===== config.mk =====
export PLATFORM = sky130hd
export DESIGN_NAME = stream_cmd_gen_flat
export DESIGN_NICKNAME = d
export VERILOG_FILES = /design/src/rtl/stream_cmd_gen_if.sv /design/src/rtl/stream_cmd_gen.sv /design/src/flat_wrapper.sv
export SDC_FILE = /design/constraint.sdc
export NUM_CORES = 1
export LEC_CHECK = 0
export CORE_MARGIN = 3
export CORE_UTILIZATION = 45
export DETAILED_ROUTE_END_ITERATION = 10
export GPL_TIMING_DRIVEN = 1
export PLACE_DENSITY_LB_ADDON = 0.15
export RECOVER_POWER = 25
export SLEW_MARGIN = 0
export SYNTH_ARGS = -nofsm -noshare
export SYNTH_HDL_FRONTEND = slang
export SYNTH_SLANG_ARGS = --single-unit

===== constraint.sdc =====
create_clock -name clk -period 2.9 [get_ports clk]
set_clock_uncertainty 0.2 [all_clocks]
set_input_delay 0.87 -clock clk [delete_from_list [all_inputs] [get_ports clk]]
set_output_delay 0.87 -clock clk [all_outputs]
set_load 0.02 [all_outputs]

===== src/rtl/stream_cmd_gen_if.sv =====
// stream_cmd_gen_if: job descriptor input, address/operand command streams and job status.
interface stream_cmd_gen_if #(
   parameter int ADDR_WIDTH  = 8,
   parameter int DATA_WIDTH  = 32,
   parameter int COUNT_WIDTH = 9
);
   logic                   start_valid;
   logic                   start_ready;
   logic [ADDR_WIDTH-1:0]  start_base;
   logic [COUNT_WIDTH-1:0] start_count;
   logic [DATA_WIDTH-1:0]  start_key;
   logic                   cmd_a_valid;
   logic                   cmd_a_ready;
   logic [ADDR_WIDTH-1:0]  cmd_a_payload;
   logic                   cmd_b_valid;
   logic                   cmd_b_ready;
   logic [DATA_WIDTH-1:0]  cmd_b_payload;
   logic                   busy;
   logic                   done;
   modport master (
      input  start_valid, start_base, start_count, start_key, cmd_a_ready, cmd_b_ready,
      output start_ready, cmd_a_valid, cmd_a_payload, cmd_b_valid, cmd_b_payload, busy, done
   );
   modport slave (
      output start_valid, start_base, start_count, start_key, cmd_a_ready, cmd_b_ready,
      input  start_ready, cmd_a_valid, cmd_a_payload, cmd_b_valid, cmd_b_payload, busy, done
   );
endinterface


===== src/rtl/stream_cmd_gen.sv =====
// stream_cmd_gen: turns one job descriptor into independent address and operand command streams.
module stream_cmd_gen #(
   parameter int ADDR_WIDTH  = 8,
   parameter int DATA_WIDTH  = 32,
   parameter int COUNT_WIDTH = 9
) (
   input logic clk,
   input logic reset,
   stream_cmd_gen_if.master io
);
   localparam logic [1:0] IDLE = 2'd0;
   localparam logic [1:0] RUN  = 2'd1;
   localparam logic [1:0] DONE = 2'd2;
   localparam logic [COUNT_WIDTH-1:0] MAX_COUNT = {1'b1, {(COUNT_WIDTH-1){1'b0}}};
   logic [1:0]             state_q, state_d;
   logic [ADDR_WIDTH-1:0]  a_addr_q, a_addr_d;
   logic [DATA_WIDTH-1:0]  key_q, key_d;
   logic [COUNT_WIDTH-1:0] a_rem_q, a_rem_d, b_rem_q, b_rem_d, b_idx_q, b_idx_d;
   logic [COUNT_WIDTH-1:0] eff_count;
   logic                   start_fire, a_fire, b_fire;
   // Outputs depend only on registers, so no ready-to-valid combinational path exists.
   assign io.start_ready   = state_q == IDLE;
   assign io.busy          = state_q != IDLE;
   assign io.done          = state_q == DONE;
   assign io.cmd_a_valid   = state_q == RUN && a_rem_q != '0;
   assign io.cmd_b_valid   = state_q == RUN && b_rem_q != '0;
   assign io.cmd_a_payload = a_addr_q;
   assign io.cmd_b_payload = key_q + DATA_WIDTH'(b_idx_q);
   always_comb begin
      start_fire = io.start_valid && io.start_ready;
      a_fire     = io.cmd_a_valid && io.cmd_a_ready;
      b_fire     = io.cmd_b_valid && io.cmd_b_ready;
      eff_count  = io.start_count[COUNT_WIDTH-1] ? MAX_COUNT : io.start_count;
      a_addr_d   = start_fire ? io.start_base : a_addr_q + ADDR_WIDTH'(a_fire);
      key_d      = start_fire ? io.start_key : key_q;
      a_rem_d    = start_fire ? eff_count : a_rem_q - COUNT_WIDTH'(a_fire);
      b_rem_d    = start_fire ? eff_count : b_rem_q - COUNT_WIDTH'(b_fire);
      b_idx_d    = start_fire ? '0 : b_idx_q + COUNT_WIDTH'(b_fire);
      state_d    = start_fire ? (eff_count == '0 ? DONE : RUN) :
                   state_q == RUN ? (a_rem_d == '0 && b_rem_d == '0 ? DONE : RUN) : IDLE;
   end
   always_ff @(posedge clk or posedge reset)
      if (reset) begin
         state_q  <= IDLE;
         a_addr_q <= '0;
         key_q    <= '0;
         a_rem_q  <= '0;
         b_rem_q  <= '0;
         b_idx_q  <= '0;
      end else begin
         state_q  <= state_d;
         a_addr_q <= a_addr_d;
         key_q    <= key_d;
         a_rem_q  <= a_rem_d;
         b_rem_q  <= b_rem_d;
         b_idx_q  <= b_idx_d;
      end
endmodule


===== src/flat_wrapper.sv =====
// flat-port wrapper written by rule: the top's interface ports become plain ports
module stream_cmd_gen_flat 
#(
   parameter int ADDR_WIDTH  = 8,
   parameter int DATA_WIDTH  = 32,
   parameter int COUNT_WIDTH = 9
)
  (clk, reset, io_start_valid, io_start_base, io_start_count, io_start_key, io_cmd_a_ready, io_cmd_b_ready, io_start_ready, io_cmd_a_valid, io_cmd_a_payload, io_cmd_b_valid, io_cmd_b_payload, io_busy, io_done);
  stream_cmd_gen_if #(.ADDR_WIDTH(ADDR_WIDTH), .DATA_WIDTH(DATA_WIDTH), .COUNT_WIDTH(COUNT_WIDTH)) io_i ();
  input logic clk;
  input logic reset;
  input wire logic [$bits(io_i.start_valid)-1:0] io_start_valid;
  input wire logic [$bits(io_i.start_base)-1:0] io_start_base;
  input wire logic [$bits(io_i.start_count)-1:0] io_start_count;
  input wire logic [$bits(io_i.start_key)-1:0] io_start_key;
  input wire logic [$bits(io_i.cmd_a_ready)-1:0] io_cmd_a_ready;
  input wire logic [$bits(io_i.cmd_b_ready)-1:0] io_cmd_b_ready;
  output wire logic [$bits(io_i.start_ready)-1:0] io_start_ready;
  output wire logic [$bits(io_i.cmd_a_valid)-1:0] io_cmd_a_valid;
  output wire logic [$bits(io_i.cmd_a_payload)-1:0] io_cmd_a_payload;
  output wire logic [$bits(io_i.cmd_b_valid)-1:0] io_cmd_b_valid;
  output wire logic [$bits(io_i.cmd_b_payload)-1:0] io_cmd_b_payload;
  output wire logic [$bits(io_i.busy)-1:0] io_busy;
  output wire logic [$bits(io_i.done)-1:0] io_done;
  assign io_i.start_valid = io_start_valid;
  assign io_i.start_base = io_start_base;
  assign io_i.start_count = io_start_count;
  assign io_i.start_key = io_start_key;
  assign io_i.cmd_a_ready = io_cmd_a_ready;
  assign io_i.cmd_b_ready = io_cmd_b_ready;
  assign io_start_ready = io_i.start_ready;
  assign io_cmd_a_valid = io_i.cmd_a_valid;
  assign io_cmd_a_payload = io_i.cmd_a_payload;
  assign io_cmd_b_valid = io_i.cmd_b_valid;
  assign io_cmd_b_payload = io_i.cmd_b_payload;
  assign io_busy = io_i.busy;
  assign io_done = io_i.done;
  stream_cmd_gen #(.ADDR_WIDTH(ADDR_WIDTH), .DATA_WIDTH(DATA_WIDTH), .COUNT_WIDTH(COUNT_WIDTH)) u_core (.clk(clk), .reset(reset), .io(io_i));
endmodule

==> results of run 1 <==
-- area by class of cell --
| cell class | instances | share of cell area |
|---|---|---|
| flip-flops and latches | 69 | 0.260 |
| clock buffers | 11 | 0.0198 |
| multi-input cells | 356 | 0.412 |
| well taps | 105 | 0.0198 |
| repair buffers | 212 | 0.273 |
| inverters | 18 | 0.0102 |
| clock inverters | 5 | 0.00415 |
-- worst paths after layout --
path	from	to	slack, ns	cells past startpoint
max in group asynchronous	reset	u_core.b_idx_q[2]$_DFF_PP0_	0.38	3
min in group asynchronous	reset	u_core.key_q[13]$_DFFE_PP0P_	0.81	2
hold reg to reg	u_core.key_q[3]$_DFFE_PP0P_	u_core.key_q[3]$_DFFE_PP0P_	0.30	2
hold / removal	u_core.key_q[3]$_DFFE_PP0P_	u_core.key_q[3]$_DFFE_PP0P_	0.30	2
setup reg to reg	u_core.b_rem_q[8]$_DFF_PP0_	u_core.state_q[0]$_DFF_PP0_	-0.25	13
setup / recovery	u_core.key_q[0]$_DFFE_PP0P_	io_cmd_b_payload[30]	-0.71	11
-- metal layers --
layer | wire length [µm] | part of all wire | vias to the layer above | global-route usage
met3 | 516 | 0.040 | 26 | 0.0313
met2 | 6760 | 0.52 | 109 | 0.452
met5 | 0 | 0 | - | 0
met1 | 5390 | 0.42 | 2011 | 0.311
li1 | - | - | 1964 | -
met4 | 281 | 0.022 | 0 | 0.0977
-- registers in the layout, indices dropped and copies added (netlist names) --
signal,cells
u_core.b_rem_q,9
u_core.key_q,32
u_core.state_q,2
u_core.b_idx_q,9
u_core.a_rem_q,9
u_core.io.cmd_a_payload,8
-- power by group through the flow --
stage / clock (W) / combinational, W / sequential, W
after global routing: 0.000727 / 0.00297 / 0.00153
after floorplan: 0 / 0.00115 / 0.00159
after detailed placement: 0 / 0.00243 / 0.00150
after global placement: 0 / 0.00237 / 0.00148
final: 0.000671 / 0.00278 / 0.00151
after CTS: 0.000685 / 0.00252 / 0.00149
-- kinds of logic (layout without fill, tap and decap cells) --
logic type | Yosys count | after routing | synth area share
AO/OA/AOI/OAI | 67 | 68 | 0.0986
XOR/XNOR | 50 | 50 | 0.111
adder cells (fa/ha/maj) | 18 | 18 | 0.0588
buffers and inverters | 32 | 246 | 0.0307
flip-flops | 69 | 69 | 0.436
AND/OR/NAND/NOR | 220 | 220 | 0.265
-- cell usage in the layout (no fill, tap or decap), types with 4 or more instances in the layout --
cell type and n:
clkbuf_8 9, a21o_1 4, xor2_2 6, nor3_4 6, a31oi_1 6, nand2_4 5
or3_1 7, clkdlybuf4s50_1 63, buf_6 17, xnor2_2 16, clkinv_2 4, nand4_1 6
xor2_1 15, ha_4 7, nand2_1 106, buf_4 127, a21oi_1 16, o21ai_0 22
nand3_1 14, dfrtp_1 68, xnor2_1 13, inv_1 17, ha_1 8, nor2_2 5
nor3_1 4, nor2_1 19
-- worst max-delay path, stage by stage (launching register included) --
cell      delay [ns]
dfrtp_1         0.35
ha_2            0.19
inv_2           0.04
fa_2            0.35
nor2b_2         0.14
o21ai_2         0.09
a21oi_2         0.17
buf_6           0.14
o211ai_4        0.18
nor3_4          0.20
xor2_2          0.20
buf_6           0.14
-- what timing repair did --
action                                  4_1_cts  5_1_grt
resized for setup                           205       42
pin swaps                                    25       29
setup buffers                                10       11
endpoints found under the setup margin       37       38
cloned                                        1        0
-- per-stage QoR --
stage                     instance area (µm²)  utilization  TNS [ns]  cells
after floorplan                          4260            -    -0.909    456
after global placement                   6040        0.720    -19.72    740
after detailed placement                 6040        0.720    -21.68    740
after CTS                                6400        0.764    -14.12    767
after global routing                     6640        0.792    -18.23    776
final                                    6640        0.792    -15.46    776
==> impl_metrics.csv, run 1 <==
group,metric,value,unit
status,status,"finished, violations left",
status,failed_checks,"negative setup slack",
place,gp_congestion,0.903,
logic_synthesis,synth_edf_count,0,
floorplanning,chipWidth,99.8,µm
power,p_switching,0.00193,W
hold_path,hold_path_class,"register to register",
power,cellPowerDensity,746,nW/µm²
global_route,grt_max_degree,58,
clocking,cts_hold_buf,0,
route,postRouteAntennaNets,0,
timing,drv_slew,0,
logic_synthesis,synth.area.top_cells,"dfrtp_1, nand2_1, xnor2_1",
logic_synthesis,yosysUniqueCellTypes,45,
route,vias,4110,
route,drt_pass1_iterations,4,
power,swShare,0.390,
timing,tightest_slew,0.805,ns
clocking,cts_made_buffers,9,
timing,timing.final.ws_setup,-0.712,ns
logic_synthesis,avgSynthCellArea,8.68,µm²
worst_setup_path,start_kind,"register",
worst_setup_path,cp-end-kind,"output pin",
place,preCtsSetupSlack,-0.821,ns
global_route,grt_pass1_wl,20000,µm
final_layout,diodes,0,
power,p_int,0.00302,W
flow_run,drv_cap,0,
logic_synthesis,yosysSeqAreaShare,0.436,
final_layout,nFillCells,578,
worst_setup_path,cp_data_arrival_time,2.54,ns
floorplanning,die_h,99.8,µm
route,drt-initial-drc-count,177,
floorplanning,initial_utilization,0.472,
global_route,antenna_found_initial,0,
global_route,grt_pass1_vias,4225,
final_layout,fin_nets,738,
clocking,worstSkewPairLatency,0.35,ns
place,portBuffers,98,
timing,fin_crit_sh,1.25,
logic_synthesis,synthCells,456,
logic_synthesis,synth_fp_nets,528,
clocking,cts_tree,"done",
timing,grt_setup_unrepaired,"true",
logic_synthesis,synth-seq-cells,69,
power,comb_power_share,0.560,
timing,final_hold_viol_count,0,
logic_synthesis,yosysWarnings,0,
power,sequentialPowerShare,0.304,
power,p_leak,3.20,nW
logic_synthesis,synth_area_leader_cell,"dfrtp_1",
power,ir_drop,477,µV
timing,holdWs,0.304,ns
timing,max_freq,277,MHz
logic_synthesis,netlist_area,3960,µm²
route,wl_per_cell,16.7,µm
floorplanning,ios,99,
floorplanning,rows,33,
logic_synthesis,ys_top_cells_by_count,"nand2_1, dfrtp_1, xnor2_1, nor2_1, o21ai_0",
floorplanning,die_area,9960,µm²
timing,period_minus_slack,3.61,ns
final_layout,regArea,1730,µm²
global_route,grt_use_total,0.253,
logic_synthesis,async_flop_share,1.00,
timing,final-setup-viol-count,31,
power,pwr-share-clk,0.136,
timing,slew_headroom,0.463,
floorplanning,core,8380,µm²
logic_synthesis,synth.top_cell.area_share,0.436,
clocking,clock_path_buffers,2,
place,hpwl,8640,µm
global_route,grt-ovfl-total,0,
power,finalPower,0.00495,W
route,drc,0,
clocking,clock-sinks,69,
clocking,htree_levels,3,
clocking,root_buffer,"clkbuf_8",
route,routed_wl,12900,µm
logic_synthesis,synth_ff_type,"dfrtp_1",
route,via_per_inst,5.30,
logic_synthesis,yosysMostFrequentCell,"nand2_1",
worst_setup_path,crit_type,"register to output pin",
worst_setup_path,cp_data_required_time,1.83,ns
final_layout,syn_to_final_growth,67.8,%
final_layout,multi_input_comb_area,2740,µm²
worst_setup_path,crit_path_max_fanout,6,
final_layout,layout-drive-gt1-share,0.377,
clocking,clkSlewWorstSetupHoldPaths,0.07,ns
Note: power is estimated with default switching activity, not from simulation.
==> run 2: changes to the inputs <==
- GPL_ROUTABILITY_DRIVEN: not set -> 1
==> results of run 2 <==
Final layout, timing and power as in run 1 (identical DEF).
==> run 3: changes to the inputs <==
- ABC_AREA: not set -> 1
- CORE_MARGIN: 3 -> 2
- CORE_UTILIZATION: 45 -> 46
- MAX_ROUTING_LAYER: not set -> met4
==> run 3 against run 2 <==
The run still ends with negative setup slack left. Register-to-register slack improved by 0.40 ns. Combinational power increased by 70%. Via count up 13%. Synthesized cell count up 30%. Flip-flop and latch count unchanged. Critical endpoint is now io_cmd_b_payload[31].
==> impl_metrics.csv, run 3 <==
group,metric,value,unit
route,postRouteAntennaNets,0,
final_layout,top_register,"u_core.key_q",
worst_setup_path,worst-path-buf-inv,4,
power,cellPowerDensity,1050,nW/µm²
global_route,grt_pass1_wl,21400,µm
logic_synthesis,synthXorXnorAreaFrac,0.0675,
logic_synthesis,async_flop_share,1.00,
logic_synthesis,synthAdderAreaFrac,0.0543,
power,ir_drop,571,µV
clocking,cts_made_buffers,9,
floorplanning,initial_utilization,0.468,
timing,period_minus_slack,3.44,ns
floorplanning,chipWidth,100,µm
logic_synthesis,avgSynthCellArea,7.22,µm²
logic_synthesis,muxShareOfSynthArea,0,
floorplanning,rows,35,
final_layout,final_cell_mix,"nand2_1, buf_4, dfrtp_1",
place,portBuffers,98,
route,via_per_inst,5.07,
timing,grt_setup_unrepaired,"true",
place,hpwl,9050,µm
logic_synthesis,synth_edf_count,0,
worst_setup_path,max_stage_delay,0.43,ns
timing,holdWs,0.325,ns
timing,max_freq,290,MHz
floorplanning,die_h,100,µm
power,comb_power_share,0.652,
worst_setup_path,cp_data_required_time,1.83,ns
final_layout,fin_nets,872,
clocking,root_buffer,"clkbuf_8",
logic_synthesis,yosysMostFrequentCell,"nand2_1",
final_layout,syn_to_final_growth,61.3,%
clocking,cts_tree,"done",
hold_path,hold_path_class,"register to register",
logic_synthesis,ys_top_cells_by_count,"nand2_1, dfrtp_1, nor2_1, inv_1, nand3_1",
logic_synthesis,synth_area_leader_cell,"dfrtp_1",
power,p_int,0.00400,W
global_route,grt_use_total,0.276,
logic_synthesis,yosysWarnings,0,
flow_run,drv_cap,0,
logic_synthesis,synth_top_family_by_area,"simple AND/OR/NAND/NOR gates",
route,drt-initial-drc-count,237,
power,sequentialPowerShare,0.247,
global_route,grt-ovfl-total,0,
logic_synthesis,yosys.area_share.simple,0.347,
place,gp_congestion,0.921,
worst_setup_path,crit_top_cell,"nand2_1",
clocking,htree_levels,3,
route,wl_per_cell,14.7,µm
route,drc,0,
logic_synthesis,yosysSeqAreaShare,0.403,
final_layout,utilization,0.755,
global_route,grt_pass1_vias,4694,
global_route,antenna_found_initial,0,
timing,fin_crit_sh,1.19,
clocking,clkSlewWorstSetupHoldPaths,0.08,ns
worst_setup_path,slowest_stage,"dfrtp_1",
clocking,clock-sinks,69,
timing,timing.final.ws_setup,-0.543,ns
status,status,"finished, violations left",
worst_setup_path,cp_data_arrival_time,2.37,ns
timing,slew_headroom,0.331,
route,routed_wl,13500,µm
logic_synthesis,synth-seq-cells,69,
clocking,worstSkewPairLatency,0.35,ns
worst_setup_path,crit_path_max_fanout,4,
timing,tightest_slew,1.00,ns
clocking,clock_path_buffers,2,
logic_synthesis,synth_compound_area_frac,0.0628,
power,finalPower,0.00726,W
logic_synthesis,synth_ff_type,"dfrtp_1",
logic_synthesis,synthCells,593,
timing,final_hold_viol_count,0,
route,drt_pass1_iterations,5,
worst_setup_path,crit_family,"simple AND/OR/NAND/NOR gates",
final_layout,diodes,0,
logic_synthesis,synth_fp_nets,665,
final_layout,layout-drive-gt1-share,0.307,
worst_setup_path,crit_type,"register to output pin",
worst_setup_path,crit_chain,"ha_4, buf_6, nand2_4, nor2_4, nand2_2, o211ai_2, nand2_1, nand2_2, inv_4, buf_6, nor2_4, nand2_1, nand2_1, nand2_1, buf_2",
logic_synthesis,synth.top_cell.area_share,0.403,
logic_synthesis,yosysUniqueCellTypes,33,
power,swShare,0.449,
timing,final-setup-viol-count,30,
global_route,grt_max_degree,39,
final_layout,largest_reg_flops,32,
power,p_leak,3.49,nW
final_layout,final_common_cell,"nand2_1",
logic_synthesis,netlist_area,4280,µm²
floorplanning,ios,99,
power,p_switching,0.00326,W
final_layout,nFillCells,645,
worst_setup_path,start_kind,"register",
power,pwr-share-clk,0.101,
worst_setup_path,cp-end-kind,"output pin",
timing,drv_slew,0,
floorplanning,core,9150,µm²
floorplanning,die_area,10100,µm²
logic_synthesis,synth.area.top_cells,"dfrtp_1, nand2_1, nor2_1",
route,vias,4644,
status,failed_checks,"negative setup slack",
## run 3: changes by cell type in the layout (fill, tap and decap cells not counted), moves of 8 or more
cell     delta
nand2_2    +11
inv_1      +39
xnor2_2     -8
xnor2_1    -11
buf_6       +8
nor2_1     +34
nand3_1    +14
buf_4      -16
nand2_1    +93
## run 3: power groups by stage
stage	registers [W]	logic [W]	clock network (W)
2_1_floorplan	0.00181	0.00206	0
3_3_place_gp	0.00174	0.00393	0
3_5_place_dp	0.00176	0.00404	0
4_1_cts	0.00177	0.00425	0.000757
5_1_grt	0.00184	0.00515	0.000800
6_report	0.00180	0.00473	0.000734
## run 3: layout make-up
| class | instances | area [µm²] | share of cell area |
|---|---|---|---|
| timing repair buffer | 208 | 1830 | 0.264 |
| inverter | 58 | 220 | 0.0319 |
| clock buffer | 10 | 138 | 0.0199 |
| sequential | 69 | 1730 | 0.250 |
| clock inverter | 6 | 47.5 | 0.00688 |
| tap | 111 | 139 | 0.0201 |
| multi-input combinational | 454 | 2810 | 0.407 |
## run 3: final timing paths
path                       slack (ns)                          from                                    to  depth (start not counted)
setup / recovery                -0.54   u_core.key_q[4]$_DFFE_PP0P_                  io_cmd_b_payload[31]                         15
hold / removal                   0.32  u_core.key_q[31]$_DFFE_PP0P_          u_core.key_q[31]$_DFFE_PP0P_                          2
setup reg to reg                 0.15   u_core.a_rem_q[5]$_DFF_PP0_           u_core.state_q[0]$_DFF_PP0_                         18
hold reg to reg                  0.32  u_core.key_q[31]$_DFFE_PP0P_          u_core.key_q[31]$_DFFE_PP0P_                          2
max in group asynchronous        0.48                         reset           u_core.key_q[7]$_DFFE_PP0P_                          3
min in group asynchronous        0.72                         reset  u_core.io.cmd_a_payload[7]$_DFF_PP0_                          2
## run 3: metal layers
metal | GRT usage | up-vias | wire (µm)
li1 | - | 2288 | -
met1 | 0.347 | 2163 | 5600
met2 | 0.445 | 154 | 6740
met3 | 0.0555 | 39 | 685
met4 | 0.101 | 0 | 450
met5 | - | - | 0
## run 3: repair_timing
| action | 4_1_cts | 5_1_grt |
|---|---|---|
| endpoints found under the setup margin | 35 | 35 |
| pin swaps | 21 | 29 |
| resized for setup | 224 | 52 |
| buffers inserted | 7 | 17 |
| hold buffers | 0 | 0 |
## run 3: kinds of logic after synthesis
kind of cell,count (synthesis)
AO/OA/AOI/OAI,50
AND/OR/NAND/NOR,353
adder cells (fa/ha/maj),18
flip-flops,69
XOR/XNOR,33
buffers and inverters,70
## run 3: worst register-to-register path: stages (launching register included)
cell and delay [ns]:
dfrtp_1 0.41, nor2_2 0.16, nand2_1 0.11, nor3_2 0.13
a31oi_2 0.12, and2_1 0.17, ha_1 0.21, ha_2 0.32
inv_1 0.04, nand2_2 0.05, nand2_1 0.07, nor2_1 0.15
nand2_1 0.07, nor2_1 0.09, nand2_1 0.06, nor2_2 0.12
nand2_1 0.07, nand2_1 0.05, nand2_1 0.04
## run 3: stage by stage
stage	setup slack [ns]	instances	TNS [ns]	cell area, µm²
6_report	-0.543	916	-11.81	6910
5_1_grt	-0.647	916	-14.52	6910
2_1_floorplan	-0.0376	593	-0.134	4390
4_1_cts	-0.550	901	-9.87	6600
3_5_place_dp	-0.715	879	-15.60	6140
3_3_place_gp	-0.614	879	-13.54	6140
